==> config.mk <==
export PLATFORM = sky130hd
export DESIGN_NAME = mem_stage
export DESIGN_NICKNAME = d
export VERILOG_FILES = /design/src/rtl/mem_stage.sv
export SDC_FILE = /design/constraint.sdc
export NUM_CORES = 1
export LEC_CHECK = 0
export ABC_AREA = 1
export BUFFER_PORTS_ARGS = -buffer_cell sky130_fd_sc_hd__buf_2
export CORE_AREA = 2 2 114 116
export CTS_CLUSTER_DIAMETER = 150
export DETAILED_ROUTE_END_ITERATION = 10
export DIE_AREA = 0 0 116 118
export PLACE_DENSITY = 0.85
export SLEW_MARGIN = 20
export SYNTH_ARGS = -nofsm -noshare
export SYNTH_HDL_FRONTEND = slang
export SYNTH_SLANG_ARGS = --single-unit
==> constraint.sdc <==
create_clock -name clk -period 3.4 [get_ports clk]
set_input_delay 0.51 -clock clk [delete_from_list [all_inputs] [get_ports clk]]
set_output_delay 0.51 -clock clk [all_outputs]
set_load 0.01 [all_outputs]
==> src/rtl/mem_stage.sv <==
`timescale 1ns/1ps
// Memory stage of a five-stage pipeline: latches the exe-stage bus, aligns and extends
// load data from a synchronous SRAM, and holds that data across writeback backpressure.
module mem_stage (
   input  logic        clk,
   input  logic        resetn,
   input  logic        ws_allowin,
   output logic        ms_allowin,
   input  logic        es_to_ms_valid,
   input  logic [78:0] es_to_ms_bus,
   output logic        ms_to_ws_valid,
   output logic [69:0] ms_to_ws_bus,
   input  logic [31:0] data_sram_rdata,
   output logic [4:0]  mem_waddr,
   output logic [31:0] mem_wdata,
   output logic        mem_is_load
);

   logic        ms_valid_q;
   logic        first_q;
   logic        hold_valid_q;
   logic [31:0] hold_q;
   logic [78:0] bus_q;

   logic        ms_ready_go;
   logic        accept;
   logic        hold_load;

   logic [1:0]  ld_off;
   logic [2:0]  ld_code;
   logic [1:0]  st_code;
   logic        mem_we;
   logic        res_from_mem;
   logic        gr_we;
   logic [4:0]  dest;
   logic [31:0] alu_result;
   logic [31:0] pc;

   logic [31:0] raw;
   logic [7:0]  ld_byte;
   logic [15:0] ld_half;
   logic [31:0] load_result;
   logic [31:0] final_result;

   assign {ld_off, ld_code, st_code, mem_we, res_from_mem, gr_we, dest, alu_result, pc} = bus_q;

   // Store controls travel with the instruction but are consumed elsewhere.
   logic unused_store_bits;
   assign unused_store_bits = ^{st_code, mem_we};

   assign ms_ready_go    = 1'b1;
   assign ms_allowin     = !ms_valid_q || (ms_ready_go && ws_allowin);
   assign ms_to_ws_valid = ms_valid_q && ms_ready_go;
   assign accept         = es_to_ms_valid && ms_allowin;

   // SRAM data is only valid in the first cycle; keep it if writeback stalls us then.
   assign hold_load = ms_valid_q && first_q && res_from_mem && !ws_allowin;

   always_ff @(posedge clk or negedge resetn) begin
      if (!resetn) begin
         ms_valid_q   <= 1'b0;
         first_q      <= 1'b0;
         hold_valid_q <= 1'b0;
         hold_q       <= 32'h0;
         bus_q        <= 79'h0;
      end else begin
         first_q <= accept;
         if (ms_allowin) begin
            ms_valid_q <= es_to_ms_valid;
         end
         if (accept) begin
            bus_q <= es_to_ms_bus;
         end
         if (ms_allowin) begin
            hold_valid_q <= 1'b0;
         end else if (hold_load) begin
            hold_valid_q <= 1'b1;
            hold_q       <= data_sram_rdata;
         end
      end
   end

   assign raw     = hold_valid_q ? hold_q : data_sram_rdata;
   assign ld_byte = raw[{ld_off, 3'b000} +: 8];
   assign ld_half = raw[{ld_off[1], 4'b0000} +: 16];

   always_comb begin
      load_result = raw;
      case (ld_code)
         3'b001:  load_result = {{24{ld_byte[7]}}, ld_byte};
         3'b011:  load_result = {24'h0, ld_byte};
         3'b010:  load_result = {{16{ld_half[15]}}, ld_half};
         3'b100:  load_result = {16'h0, ld_half};
         default: load_result = raw;
      endcase
   end

   assign final_result = res_from_mem ? load_result : alu_result;

   assign ms_to_ws_bus = {gr_we, dest, final_result, pc};
   assign mem_waddr    = dest & {5{gr_we && ms_valid_q}};
   assign mem_wdata    = final_result;
   assign mem_is_load  = ms_valid_q && res_from_mem;

endmodule

# Word-level counts from Yosys, hierarchy flattened
# Cells that the tools add are included.
dict set report totals {
  inputBits 115
  register_bits 114
  word_cells 29
}
dict set report op_classes {
  n_shift 2
  bitwise_logic 2
  n_eq_ne 4
  n_reduce_logical 11
  n_mux 5
}
# op count
set op_table {}
lappend op_table {{32-bit case mux with 4 select lines} 1}
lappend op_table {{32-bit 2-to-1 mux} 2}
lappend op_table {{32-bit by 6-bit variable part select with 16-bit output} 1}
lappend op_table {{32-bit by 6-bit variable part select with 8-bit output} 1}
lappend op_table {{3-bit by 2-bit equality test with 1-bit output (second input constant)} 2}
lappend op_table {{1-bit logical AND} 6}
lappend op_table {{5-bit AND} 1}
lappend op_table {{3-bit by 1-bit equality test with 1-bit output (second input constant)} 1}
lappend op_table {{3-bit equality test (second input constant)} 1}
lappend op_table {{1-bit zero test} 2}
lappend op_table {{1-bit 2-to-1 mux} 2}
lappend op_table {{2-bit AND reduction} 1}
lappend op_table {{2-bit nonzero test} 1}
lappend op_table {{1-bit logical OR} 1}
lappend op_table {{1-bit inverter} 1}

# Longest topological paths before layout
dict set report depth {
  ltp_word 5
  depth_mapped 12
  depth_no_buf 10
}

# Worst setup path after synthesis
# No wires, ideal clock.
dict set report synth_path {
  kind {flip-flop to output port}
  from {register hold_valid_q}
  to {output port ms_to_ws_bus[35]}
  t_required_ns 2.890
  path_buffers 3
  stages_incl_launch_ff 11
  arrival_time_ns 1.594
  path_slack_ns 1.296
  cell_sequence {dfrtp_1 > inv_2 > buf_2 > buf_4 > nand2_1 > nand3_1 > nand3_1 > nand2_1 > nand2_1 > a21oi_1 > buf_4}
}
dict set report synth_via {
  elab_chain_cells 4
  elab_cells_between_ends 5
  classes_between {shift: 2; mux: 3}
}
# item line_no
set synth_lines {}
lappend synth_lines {{from (decl)} 21} ;# logic hold_valid_q;
lappend synth_lines {{from (signal assigned)} 63} ;# hold_valid_q <= 1'b0;
lappend synth_lines {{from (signal assigned)} 75} ;# hold_valid_q <= 1'b0;
lappend synth_lines {{from (signal assigned)} 77} ;# hold_valid_q <= 1'b1;
lappend synth_lines {{32-bit 2-to-1 mux *} 83} ;# assign raw = hold_valid_q ? hold_q : data_sram_rdata;
lappend synth_lines {{32-bit by 6-bit variable part select with 16-bit output or 32-bit by 6-bit variable part select with 8-bit output (tied branches)} {85, 84}}
lappend synth_lines {{32-bit case mux with 4 select lines *} 89} ;# case (ld_code)
lappend synth_lines {{32-bit 2-to-1 mux *} 98} ;# assign final_result = res_from_mem ? load_result : alu_result;
lappend synth_lines {{to (decl)} 12} ;# output logic [69:0] ms_to_ws_bus,
# Mark *: on every way between the ends. The rest lies on a longest branch, timed or not.

# Worst setup path in the final report
dict set report layout_path {
  from {register hold_valid_q}
  to {output port mem_wdata[15]}
}
dict set report layout_via {
  elab_chain_cells 4
  elab_cells_between_ends 5
  classes_between {shift: 2; mux: 3}
}
# item line_no
set layout_lines {}
lappend layout_lines {{32-bit 2-to-1 mux *} 83}
lappend layout_lines {{32-bit by 6-bit variable part select with 16-bit output or 32-bit by 6-bit variable part select with 8-bit output (tied branches)} {85, 84}}
lappend layout_lines {{32-bit case mux with 4 select lines *} 89}
lappend layout_lines {{32-bit 2-to-1 mux *} 98}
lappend layout_lines {{to (decl)} 15} ;# output logic [31:0] mem_wdata,
# Marked as above.

==> impl_metrics.csv <==
group,metric,value,unit
detailed_routing,route.vias.total,6201,
power,power.internal,2.81,mW
detailed_routing,routed_wire_length_per_instance,14.9,um
synthesis,syn-mean-instance-area,7.23,sq um
worst_setup_path,startpoint_type,"flip-flop",
detailed_routing,drcViolationCount,0,
outcome,result_of_the_run,"finished clean",
worst_setup_path,cp-endpoint,"mem_wdata[15]",
clock_network,cts_sinks,111,
placed_design,portBuffers,221,
clock_network,total_number_of_h_tree_levels,3,
sta,timing.slew.headroom,37.8,%
grt,grtUsageTotal,27.6,%
finish,final_nets,1169,
sta,final_period_minus_worst_setup_slack,2990,ps
grt,first_pass_grt_wire_length,29.0,mm
power,total_switching_power,1.51,mW
sta,finalHoldWorstSlack,183,ps
worst_setup_path,crit-reg2reg-launch,"ms_to_ws_valid",
floorplan,initial_core_util,54.0,%
finish,drive_above_1_share,29.4,%
worst_setup_path,regToRegEndpoint,"bus_q[18]",
sta,report.final.slew_viol_count,0,
finish,layout-area-overhead-vs-synth,15.0,%
worst_setup_path,reg2regPathDepth,6,
sta,worst-slew-pin-transition,933,ps
detailed_routing,ant_nets,0,
finish,fill_cells,1185,
clock_network,ctsHoldBuffers,0,
floorplan,fp.dieW,116,um
grt,grt_max_degree,89,
floorplan,area_enclosed_by_the_die_boundary,13700,sq um
floorplan,io_pins,225,
clock_network,post_cts.repair.setup_buffers,0,
power,cellPowerDensity,561,nW/um^2
detailed_routing,detailedRoute.firstIterationViolations,377,
grt,first_global_vias,5765,
power,total_leakage_power,4.44,nW
worst_setup_path,reg2reg_setup_slack,1540,ps
worst_setup_path,cp_data_required_time,2890,ps
clock_network,cts_inserted_buffers,9,
grt,antenna_found_initial,0,
floorplan,coreArea,12400,sq um
power,power.share.switching,35.0,%
power,worst_ir_drop_vdd,0.457,mV
finish,n_antenna_cell,0,
clock_network,ctsResizeCount,0,
power,p_comb_share,33.0,%
synthesis,ys_seq_elements,111,
placed_design,place.detailed.hpwl,13.4,mm
sta,final_clock_skew,8.87,ps
worst_setup_path,timing.critical_path.fanout_max,32,
worst_setup_path,cp-startpoint,"hold_valid_q",
worst_setup_path,critPathCaptureType,"primary output",
sta,setup_total_negative_slack,0,ps
sta,setup_violations,0,
detailed_routing,totalWireLength,18.3,mm
detailed_routing,drtPass1Iterations,7,
synthesis,yosysSeqAreaShare,41.4,%
floorplan,rows,41,
clock_network,clkSlewWorstSetupHoldPaths,80,ps
worst_setup_path,timing.setup.critical_path_class,"flip-flop to primary output",
sta,fmax,334,MHz
clock_network,cts-root-buf,"sky130_fd_sc_hd__clkbuf_16",
clock_network,tritoncts,"done",
clock_network,worstSkewPairLatency,360,ps
synthesis,yosysWarnings,0,
floorplan,die_h,118,um
sta,finalHoldViolCount,0,
min_path,hp-class,"primary input to async pin",
synthesis,netlist_area,6700,sq um
worst_setup_path,worst_ep_arrival_time,2480,ps
synthesis,synth.lib_cells_used.distinct,21,
power,power_frac_seq,39.6,%
placed_design,dpl_worst_slack,851,ps
sta,final_min_period_over_clock_period,88.0,%
job,cap_viol_max_count,0,
clock_network,clk_path_buf_depth,2,
synthesis,syn_nets,1042,
sta,grt_setup_unrepaired,"false",
grt,grt_overflow_total,0,
sta,setup_slack,407,ps
synthesis,postSynthCellCount,927,
detailed_routing,routed_via_density,5.04,
placed_design,place.gp.congestion,0.868,
power,share_clk_of_total_power,27.4,%
power,power,4.32,mW
[area by class of cell]
| type | count | area [sq um] | area share (%) |
|---|---|---|---|
| clock buffers | 9 | 225 | 2.92 |
| clock inverters | 7 | 110 | 1.43 |
| inverters | 44 | 166 | 2.16 |
| multi-input cells | 656 | 3010 | 39.0 |
| repair buffers | 232 | 1200 | 15.6 |
| well taps | 172 | 215 | 2.79 |
| flip-flops and latches | 111 | 2780 | 36.1 |
[cells in the final DEF, fill, tap and decap left out]
| cell | count |
|---|---|
| sky130_fd_sc_hd__nand3_2 | 10 |
| sky130_fd_sc_hd__clkbuf_16 | 9 |
| sky130_fd_sc_hd__bufinv_16 | 2 |
| sky130_fd_sc_hd__inv_2 | 2 |
| sky130_fd_sc_hd__and2_1 | 12 |
| sky130_fd_sc_hd__buf_12 | 1 |
| sky130_fd_sc_hd__nand2_1 | 394 |
| sky130_fd_sc_hd__dfrtp_1 | 111 |
| sky130_fd_sc_hd__and2_0 | 4 |
| sky130_fd_sc_hd__buf_4 | 11 |
| sky130_fd_sc_hd__a21oi_1 | 8 |
| sky130_fd_sc_hd__inv_8 | 3 |
| sky130_fd_sc_hd__buf_2 | 220 |
| sky130_fd_sc_hd__clkinv_2 | 1 |
| sky130_fd_sc_hd__nand2_2 | 1 |
| sky130_fd_sc_hd__nor2_4 | 1 |
| sky130_fd_sc_hd__inv_6 | 1 |
| sky130_fd_sc_hd__inv_1 | 39 |
| sky130_fd_sc_hd__or2_1 | 1 |
| sky130_fd_sc_hd__nand3_1 | 99 |
| sky130_fd_sc_hd__o21ai_0 | 12 |
| sky130_fd_sc_hd__or2_2 | 16 |
| sky130_fd_sc_hd__clkinvlp_4 | 1 |
| sky130_fd_sc_hd__nor2_1 | 66 |
| sky130_fd_sc_hd__mux2_2 | 32 |
| sky130_fd_sc_hd__clkinv_1 | 2 |
[worst max-delay path: stages, from the launching register on]
cell and delay, ps:
sky130_fd_sc_hd__dfrtp_1 360, sky130_fd_sc_hd__buf_4 340, sky130_fd_sc_hd__nand2_1 110, sky130_fd_sc_hd__nand3_1 160, sky130_fd_sc_hd__nand3_1 120, sky130_fd_sc_hd__nand2_1 110
sky130_fd_sc_hd__nand2_2 350, sky130_fd_sc_hd__a21oi_1 370, sky130_fd_sc_hd__buf_2 190
[per-stage QoR]
step	std cells	instance area (sq um)	util [%]
3_3_place_gp	1215	7370	59.4
2_1_floorplan	927	6700	-
6_report	1231	7700	62.1
4_1_cts	1231	7700	62.1
5_1_grt	1231	7700	62.1
3_5_place_dp	1215	7370	59.4
[kinds of logic after synthesis]
group / share of synthesized area [%]
AND/OR/NAND/NOR: 37.9
buffers and inverters: 13.8
flip-flops: 41.4
multiplexers: 5.38
AO/OA/AOI/OAI: 1.49
[state kept, by name (all words and copies together), names as in the netlist]
register	count
bus_q	76
hold_q	32
hold_valid_q	1
ms_to_ws_valid	1
first_q	1
[how the worst min path moves through the flow]
| stage | to | slack, ps |
|---|---|---|
| after floorplan | bus_q[0] | 210 |
| after global placement | bus_q[53] | 450 |
| after detailed placement | bus_q[49] | 450 |
| after CTS | hold_q[24] | 200 |
| after global routing | hold_q[24] | 230 |
| final | hold_q[24] | 180 |
[cell usage after synthesis (all sizes together)]
library cell,n,area share [%]
nand3,109,8.9
nand2,395,22
inv,42,2.4
buf,98,10
clkinv,2,0.11
clkbuf,18,1.0
mux2,32,5.4
dfrtp,111,41
nor2,67,3.8
a21oi,8,0.60
or2,17,1.6
o21ai,12,0.90
and2,16,1.5
[routing by layer]
layer / vias to the layer above / share of wire, % / GRT usage, %
met5: - / 0 / 0
met4: 0 / 3.6 / 11.5
met3: 34 / 7.4 / 5.92
met2: 260 / 49 / 46.1
met1: 2838 / 40 / 34.4
li1: 3069 / - / -
[power groups by stage]
stage	sequential (mW)	combinational (mW)	clock [mW]
4_1_cts	1.71	1.44	1.21
5_1_grt	1.75	1.60	1.27
3_3_place_gp	1.72	1.40	0
6_report	1.71	1.43	1.18
2_1_floorplan	1.69	1.12	0
3_5_place_dp	1.73	1.43	0
Power figures use the tool's default switching activity.
